[src/rtl/pipe_dest_tracker.sv]
// Destination/control pipeline registers for EXE, MEM and WB feeding the forwarding unit.
// Also detects load-use hazards, inserts EXE bubbles, freezes on memory wait and counts stalls.
module pipe_dest_tracker #(
  parameter int RN_W  = 5,
  parameter int CNT_W = 16
) (
  input  logic             clock,
  input  logic             reset,
  input  logic             id_valid,
  input  logic             id_wreg,
  input  logic             id_m2reg,
  input  logic [RN_W-1:0]  id_rn,
  input  logic [RN_W-1:0]  id_rs,
  input  logic [RN_W-1:0]  id_rt,
  input  logic             id_use_rs,
  input  logic             id_use_rt,
  input  logic             id_flush,
  input  logic             mem_busy,
  input  logic             cnt_clr,
  output logic             ewreg,
  output logic             em2reg,
  output logic [RN_W-1:0]  ern,
  output logic             mwreg,
  output logic             mm2reg,
  output logic [RN_W-1:0]  mrn,
  output logic             wwreg,
  output logic [RN_W-1:0]  wrn,
  output logic             stall,
  output logic [CNT_W-1:0] stall_cnt
);

  logic             ewreg_q, ewreg_d;
  logic             em2reg_q, em2reg_d;
  logic [RN_W-1:0]  ern_q, ern_d;
  logic             mwreg_q, mwreg_d;
  logic             mm2reg_q, mm2reg_d;
  logic [RN_W-1:0]  mrn_q, mrn_d;
  logic             wwreg_q, wwreg_d;
  logic [RN_W-1:0]  wrn_q, wrn_d;
  logic [CNT_W-1:0] stall_cnt_q, stall_cnt_d;

  logic lu;
  logic src_hit;
  logic id_wreg_eff;
  logic exe_bubble;

  assign src_hit = (id_use_rs && (ern_q == id_rs)) || (id_use_rt && (ern_q == id_rt));
  // A flushed ID instruction never waits for an operand it will not use.
  assign lu = id_valid && !id_flush && ewreg_q && em2reg_q && (ern_q != '0) && src_hit;

  assign id_wreg_eff = id_wreg && (id_rn != '0);
  assign exe_bubble  = lu || id_flush || !id_valid;

  always_comb begin
    ewreg_d     = ewreg_q;
    em2reg_d    = em2reg_q;
    ern_d       = ern_q;
    mwreg_d     = mwreg_q;
    mm2reg_d    = mm2reg_q;
    mrn_d       = mrn_q;
    wwreg_d     = wwreg_q;
    wrn_d       = wrn_q;
    stall_cnt_d = stall_cnt_q;

    if (!mem_busy) begin
      mwreg_d  = ewreg_q;
      mm2reg_d = em2reg_q;
      mrn_d    = ern_q;
      wwreg_d  = mwreg_q;
      wrn_d    = mrn_q;
      if (exe_bubble) begin
        ewreg_d  = 1'b0;
        em2reg_d = 1'b0;
        ern_d    = '0;
      end else begin
        ewreg_d  = id_wreg_eff;
        em2reg_d = id_m2reg && id_wreg;
        // Non-writing instructions carry rn=0 so no stage shows wreg=0 with a live rn.
        ern_d    = id_wreg_eff ? id_rn : '0;
      end
      if (lu && (stall_cnt_q != {CNT_W{1'b1}})) begin
        stall_cnt_d = stall_cnt_q + 1'b1;
      end
    end

    if (cnt_clr) begin
      stall_cnt_d = '0;
    end
  end

  always_ff @(posedge clock or posedge reset) begin
    if (reset) begin
      ewreg_q     <= 1'b0;
      em2reg_q    <= 1'b0;
      ern_q       <= '0;
      mwreg_q     <= 1'b0;
      mm2reg_q    <= 1'b0;
      mrn_q       <= '0;
      wwreg_q     <= 1'b0;
      wrn_q       <= '0;
      stall_cnt_q <= '0;
    end else begin
      ewreg_q     <= ewreg_d;
      em2reg_q    <= em2reg_d;
      ern_q       <= ern_d;
      mwreg_q     <= mwreg_d;
      mm2reg_q    <= mm2reg_d;
      mrn_q       <= mrn_d;
      wwreg_q     <= wwreg_d;
      wrn_q       <= wrn_d;
      stall_cnt_q <= stall_cnt_d;
    end
  end

  assign ewreg     = ewreg_q;
  assign em2reg    = em2reg_q;
  assign ern       = ern_q;
  assign mwreg     = mwreg_q;
  assign mm2reg    = mm2reg_q;
  assign mrn       = mrn_q;
  assign wwreg     = wwreg_q;
  assign wrn       = wrn_q;
  assign stall     = lu || mem_busy;
  assign stall_cnt = stall_cnt_q;

endmodule
[config.mk]
export PLATFORM = sky130hd
export DESIGN_NAME = pipe_dest_tracker
export DESIGN_NICKNAME = d
export VERILOG_FILES = /design/src/rtl/pipe_dest_tracker.sv
export SDC_FILE = /design/constraint.sdc
export NUM_CORES = 1
export LEC_CHECK = 0
export ABC_AREA = 1
export BUFFER_PORTS_ARGS = -buffer_cell sky130_fd_sc_hd__buf_2
export CORE_UTILIZATION = 42
export DETAILED_ROUTE_END_ITERATION = 10
export PLACE_DENSITY_LB_ADDON = 0.12
export SYNTH_ARGS = -nofsm -noshare
export SYNTH_HDL_FRONTEND = slang
export SYNTH_SLANG_ARGS = --single-unit
[constraint.sdc]
create_clock -name clock -period 1.96 [get_ports clock]
set_input_delay 0.098 -clock clock [delete_from_list [all_inputs] [get_ports clock]]
set_output_delay 0.098 -clock clock [all_outputs]
set_load 0.01 [all_outputs]
* Yosys cells after proc, flatten, opt, wreduce, memory -nomap -nowiden *
Cells that the tools add are included.

word-level totals
  logic and storage cells = 41
  register bits = 36

cells by class
  reductions and logical operators = 20
  multiplexer cells = 7
  eq/ne operators = 4
  add/sub/neg operators = 1

operator list
  kind                                                                     number
  16-bit 2-to-1 mux                                                        3
  16-bit by 1-bit adder with 16-bit output, second input constant          1
  16-bit inequality test, second input constant                            1
  5-bit equality test                                                      2
  1-bit logical AND                                                        10
  5-bit 2-to-1 mux                                                         2
  5-bit nonzero test                                                       2
  1-bit logical OR                                                         4
  1-bit logical NOT                                                        2
  1-bit 2-to-1 mux                                                         2
  2-bit by 1-bit inequality test with 1-bit output, second input constant  1
  2-bit AND reduction                                                      1
  2-bit nonzero test                                                       1

* Longest topological paths before layout *
  word-level depth = 10
  gate-level depth with buffers = 11
  gate-level depth less buffers = 10

* Worst setup path after synthesis *
Ideal clock, no wire load.

  path type = register to register
  start point = register stall_cnt_q[0] (netlist: stall_cnt[0])
  end point = register stall_cnt_q[2] (netlist: stall_cnt[2])
  clock period less this slack = 1.605 ns
  path slack = 0.355 ns
  arrival time = 1.489 ns
  cell stages (with the launch flop) = 12
  cell sequence = dfrtp_1 > ha_1 > nand2_2 > nor2_2 > nand4_1 > nand2_1 > inv_2 > nand3_4 > nand2_4 > buf_12 > nand2_2 > nand2_2

on the way
  word-level cells in the longest chain between the ends = 4
  elaborated cells on any way between the ends = 8
  classes of those cells = 1 x add/sub; 1 x eq/ne; 3 x mux; 3 x reduce/logical

ends and longest elaborated chain
  what                                                                                       line    RTL
  start, declared                                                                            40      logic [CNT_W-1:0] stall_cnt_q, stall_cnt_d;
  start signal, assigned                                                                     111     stall_cnt_q <= stall_cnt_d;
  16-bit by 1-bit adder with 16-bit output / 16-bit inequality test (equally long branches)  82, 81
  16-bit 2-to-1 mux / 1-bit logical AND (equally long branches)                              81      if (lu && (stall_cnt_q != {CNT_W{1'b1}})) begin
  16-bit 2-to-1 mux / 2-bit nonzero test (equally long branches)                             --
  16-bit 2-to-1 mux / 2-bit AND reduction (equally long branches)                            --

Parallel ways exist; a longest one is shown, timed or not. The select of a mux whose other input is x is not followed.
A chain may end at the register's enable or synchronous reset.

* Worst setup path in the final report *
  start point = register ern_q[2] (netlist: ern[2])
  end point = output stall

on the way
  word-level cells in the longest chain between the ends = 5
  elaborated cells on any way between the ends = 9
  classes of those cells = 2 x eq/ne; 7 x reduce/logical

ends and longest elaborated chain
  what                    line  RTL
  start, declared         34    logic [RN_W-1:0] ern_q, ern_d;
  start signal, assigned  105   ern_q <= ern_d;
  5-bit equality test     47    assign src_hit = (id_use_rs && (ern_q == id_rs)) || (id_use_rt && (ern_q == id_rt));
  1-bit logical AND       47
  1-bit logical OR        47
  1-bit logical AND (*)   49    assign lu = id_valid && !id_flush && ewreg_q && em2reg_q && (ern_q != '0) && src_hit;
  1-bit logical OR (*)    123   assign stall = lu || mem_busy;
  end, declared           28    output logic stall,

Every way passes the cells marked *; elsewhere a longest branch is shown, timed or not.

==> metrics.md <==
| Metric | Value |
|---|---|
| Status | finished clean |
| Clock Sinks | 36 |
| Via count | 2087 |
| I/O pin count | 62 |
| HP Class | input port to flip-flop |
| Syn_nets | 330 |
| Final worst path period share | between 80% and 90% |
| RSZ-0062 raised after global routing | no |
| Post-CTS Setup Repair Bufs | 0 |
| Number of synthesized flops with an enable pin | 0 |
| Cell accounting for the most synthesized area | dfrtp_1 |
| Clk buf depth | 2 |
| Seq/Total Area, Yosys | 42.2% |
| PortBufs | slightly above 60 |
| CTS H-tree lvls | 2 |
| Pre-antenna DRT Iters | 4 |
| Most frequent cell after synthesis | nand2_1 |
| RR Startpoint | stall_cnt[0] |
| Post-synthesis cell count | 304 |
| Die width | approximately 73 um |
| Max-Cap Viols | 0 |
| Row cnt | 25 |
| Pwr Density | between 500 and 600 mW/mm^2 |
| Vias in the first global route | around 1900 |
| Finish-stage setup viols | 0 |
| Setup CP Type | flip-flop to output port |
| Overflow after GRT | 0 |
| CP Launch Type | flip-flop |
| Synth top cells by count | nand2_1, nor2_1, dfrtp_1 |
| Hold_sp | id_m2reg |
| Post-synthesis cell type count | 22 |
| Share of post-route cells with drive strength above 1 | between 20% and 30% |
| Clock root cell | clkbuf_8 |
| Synth area leaders | dfrtp_1, nand2_1, nor2_1 |
| Initial antenna violation count | 0 |
| Gpl congestion | around 0.84 |
| Total track usage | around a fifth |
| Final #Nets | ~400 |
| Worst Skew | slightly below 0.009 ns |
| Die footprint | roughly 0.0054 mm^2 |
| Leak | 1.50 nW |
| Final wirelength | between 5 and 6 mm |
| Critical Path Fanout Max | 8 |
| Hold depth | 3 |
| Reg clk slew, reported paths | ~0.080 ns |
| Slowest-stage cell, CP | dfrtp_1 |
| VDD IR max | about 0.00034 V |
| Fin. max-slew vios | 0 |
| Final hold vios | 0 |
| Synth warn | 0 |
| Cell mode on critical path | nand2_1 |
| Largest net degree at the start of global routing | 37 |
| CTS Buf Count | 5 |
| Worst-Skew Late Latency | around 0.29 ns |
| Worst endpoint required time | between 1.5 and 2 ns |
| CP Launch Point | ern[2] |
| N_diodes | 0 |
| Largest stage delay, worst path | between 0.4 and 0.5 ns |
| Worst relative slew slack | ~70% |
| Antenna viol nets, final | 0 |
| Starting DRT DRC Count | 64 |
| Syn_area_per_cell | around 7.0 um^2 |
| First-pass GRT wire length | about 8.8 mm |
| Footprint of the multi-input gates | about 0.0011 mm^2 |
| Die height | ~73 um |
| Setup WS pre-CTS | 0.218 ns |
| CTS tree | built |
| Ys async rst share | 100% |
| Filler cells | approximately 540 |
| Core area | approximately 0.0048 mm^2 |
| DRC Markers | 0 |
| Via density | approximately 4.8 |
| FF+latch area | 901 um^2 |
| Post-DP HPWL | 3.81 mm |
| F_max | between 500 and 600 MHz |
| CP Capture Type | output port |
| Worst-Margin Slew | approximately 0.47 ns |
| Area Overhead vs Synth | 23.0% |
| Critical-path cell list | inv_2 -> nand2_1 -> nand2_1 -> nor2_1 -> nand3_1 -> nand2_2 -> nand2_1 -> nand2_1 -> buf_2 |
| R2R cell count | 10 |
| Reg2reg setup slack | 0.21 ns |
| TNS Setup | 0 ns |
| Initial Utilization | about 44% |
| Min cycle time layout | 1.75 ns |
| Top cell type's share of synthesized area | 42.2% |
| Synth Cell Area | approximately 0.0021 mm^2 |
| WL/cell | approximately 12 um |
| Seq cells post-synth | 36 |
| Prevailing post-synth register cell | dfrtp_1 |
| WP data arrival | between 1.5 and 2 ns |
| Final setup margin | between 0.2 and 0.25 ns |
## placed cells by master (no fill, tap or decap)
cell           count
nand2_1          112
nor2_1            41
buf_4              7
dfrtp_1           36
xnor2_1            4
ha_1               1
clkbuf_8           6
nor3_1             2
clkinv_1           1
clkbuf_1           1
nand4_1           10
buf_2             61
inv_2              5
nand3_4            1
nor2_2             3
o21ai_0            5
clkinvlp_4         1
dlygate4sd3_1      1
nand2_2           13
nand2_4            1
nor3b_1            1
xor2_1             9
nand3_1           27
inv_1             23
## final cells by class
| type | instances | share of cell area, % |
|---|---|---|
| multi-input cells | 230 | 40.8 |
| flip-flops and latches | 36 | 34.3 |
| repair buffers | 69 | 14.0 |
| inverters | 29 | 4.15 |
| clock buffers | 7 | 3.29 |
| well taps | 67 | 3.19 |
| clock inverters | 1 | 0.286 |
## worst paths after layout
| kind | endpoint |
|---|---|
| max | stall |
| min | em2reg |
| max reg2reg | stall_cnt[10] |
| min reg2reg | mm2reg |
| max in group asynchronous | stall_cnt[10] |
| min in group asynchronous | stall_cnt[6] |
## per-stage QoR
stage | util, % | hold slack [ns] | instance area [um^2] | instances | total power (W)
global route | 54.5 | 0.0586 | 2630 | 439 | 0.00165
detailed placement | 52.3 | 0.236 | 2520 | 430 | 0.00102
finish | 54.5 | 0.0515 | 2630 | 439 | 0.00157
global placement | 52.3 | 0.233 | 2520 | 430 | 0.00102
CTS | 54.5 | 0.0489 | 2630 | 439 | 0.00159
floorplan | - | 0.245 | 2130 | 304 | 0.000935
## routing by layer
metal	vias up	GRT usage (%)	routed length, um
li1	1075	-	-
met4	0	5.77	56
met3	7	4.12	192
met5	-	0	0
met2	47	35.6	2510
met1	958	28.3	2440
## worst max-delay path: cells and delay by family (launching register included)
| kind | cells | cell delay [ns] |
|---|---|---|
| buffers and inverters | 2 | 0.22 |
| and+or+nand+nor | 7 | 0.69 |
| DFF | 1 | 0.45 |
## report_power, final
part / internal (W) / total [W] / leakage, nW / switching [W]
registers: 0.000769 / 0.000798 / 0.495 / 0.0000287
logic: 0.0000796 / 0.000206 / 0.955 / 0.000127
clock network: 0.000286 / 0.000571 / 0.0445 / 0.000285
## flip-flops by register name, indices dropped and copies added, names as in the netlist
signal,count
mrn,5
em2reg,1
wrn,5
ern,5
mm2reg,1
wwreg,1
ewreg,1
stall_cnt,16
mwreg,1
## timing repair
item                                   CTS  global route
hold buffers                             1             0
resized for setup                        0             0
endpoints found under the hold margin   36             0
## logic make-up after synthesis
group | count (synthesis) | share of synthesized area (%)
XOR/XNOR | 13 | 5.33
adder cells (fa/ha/maj) | 1 | 0.586
AO/OA/AOI/OAI | 5 | 1.17
AND/OR/NAND/NOR | 211 | 43.0
buffers and inverters | 38 | 7.68
flip-flops | 36 | 42.2
Note: power is estimated with default switching activity, not from simulation.
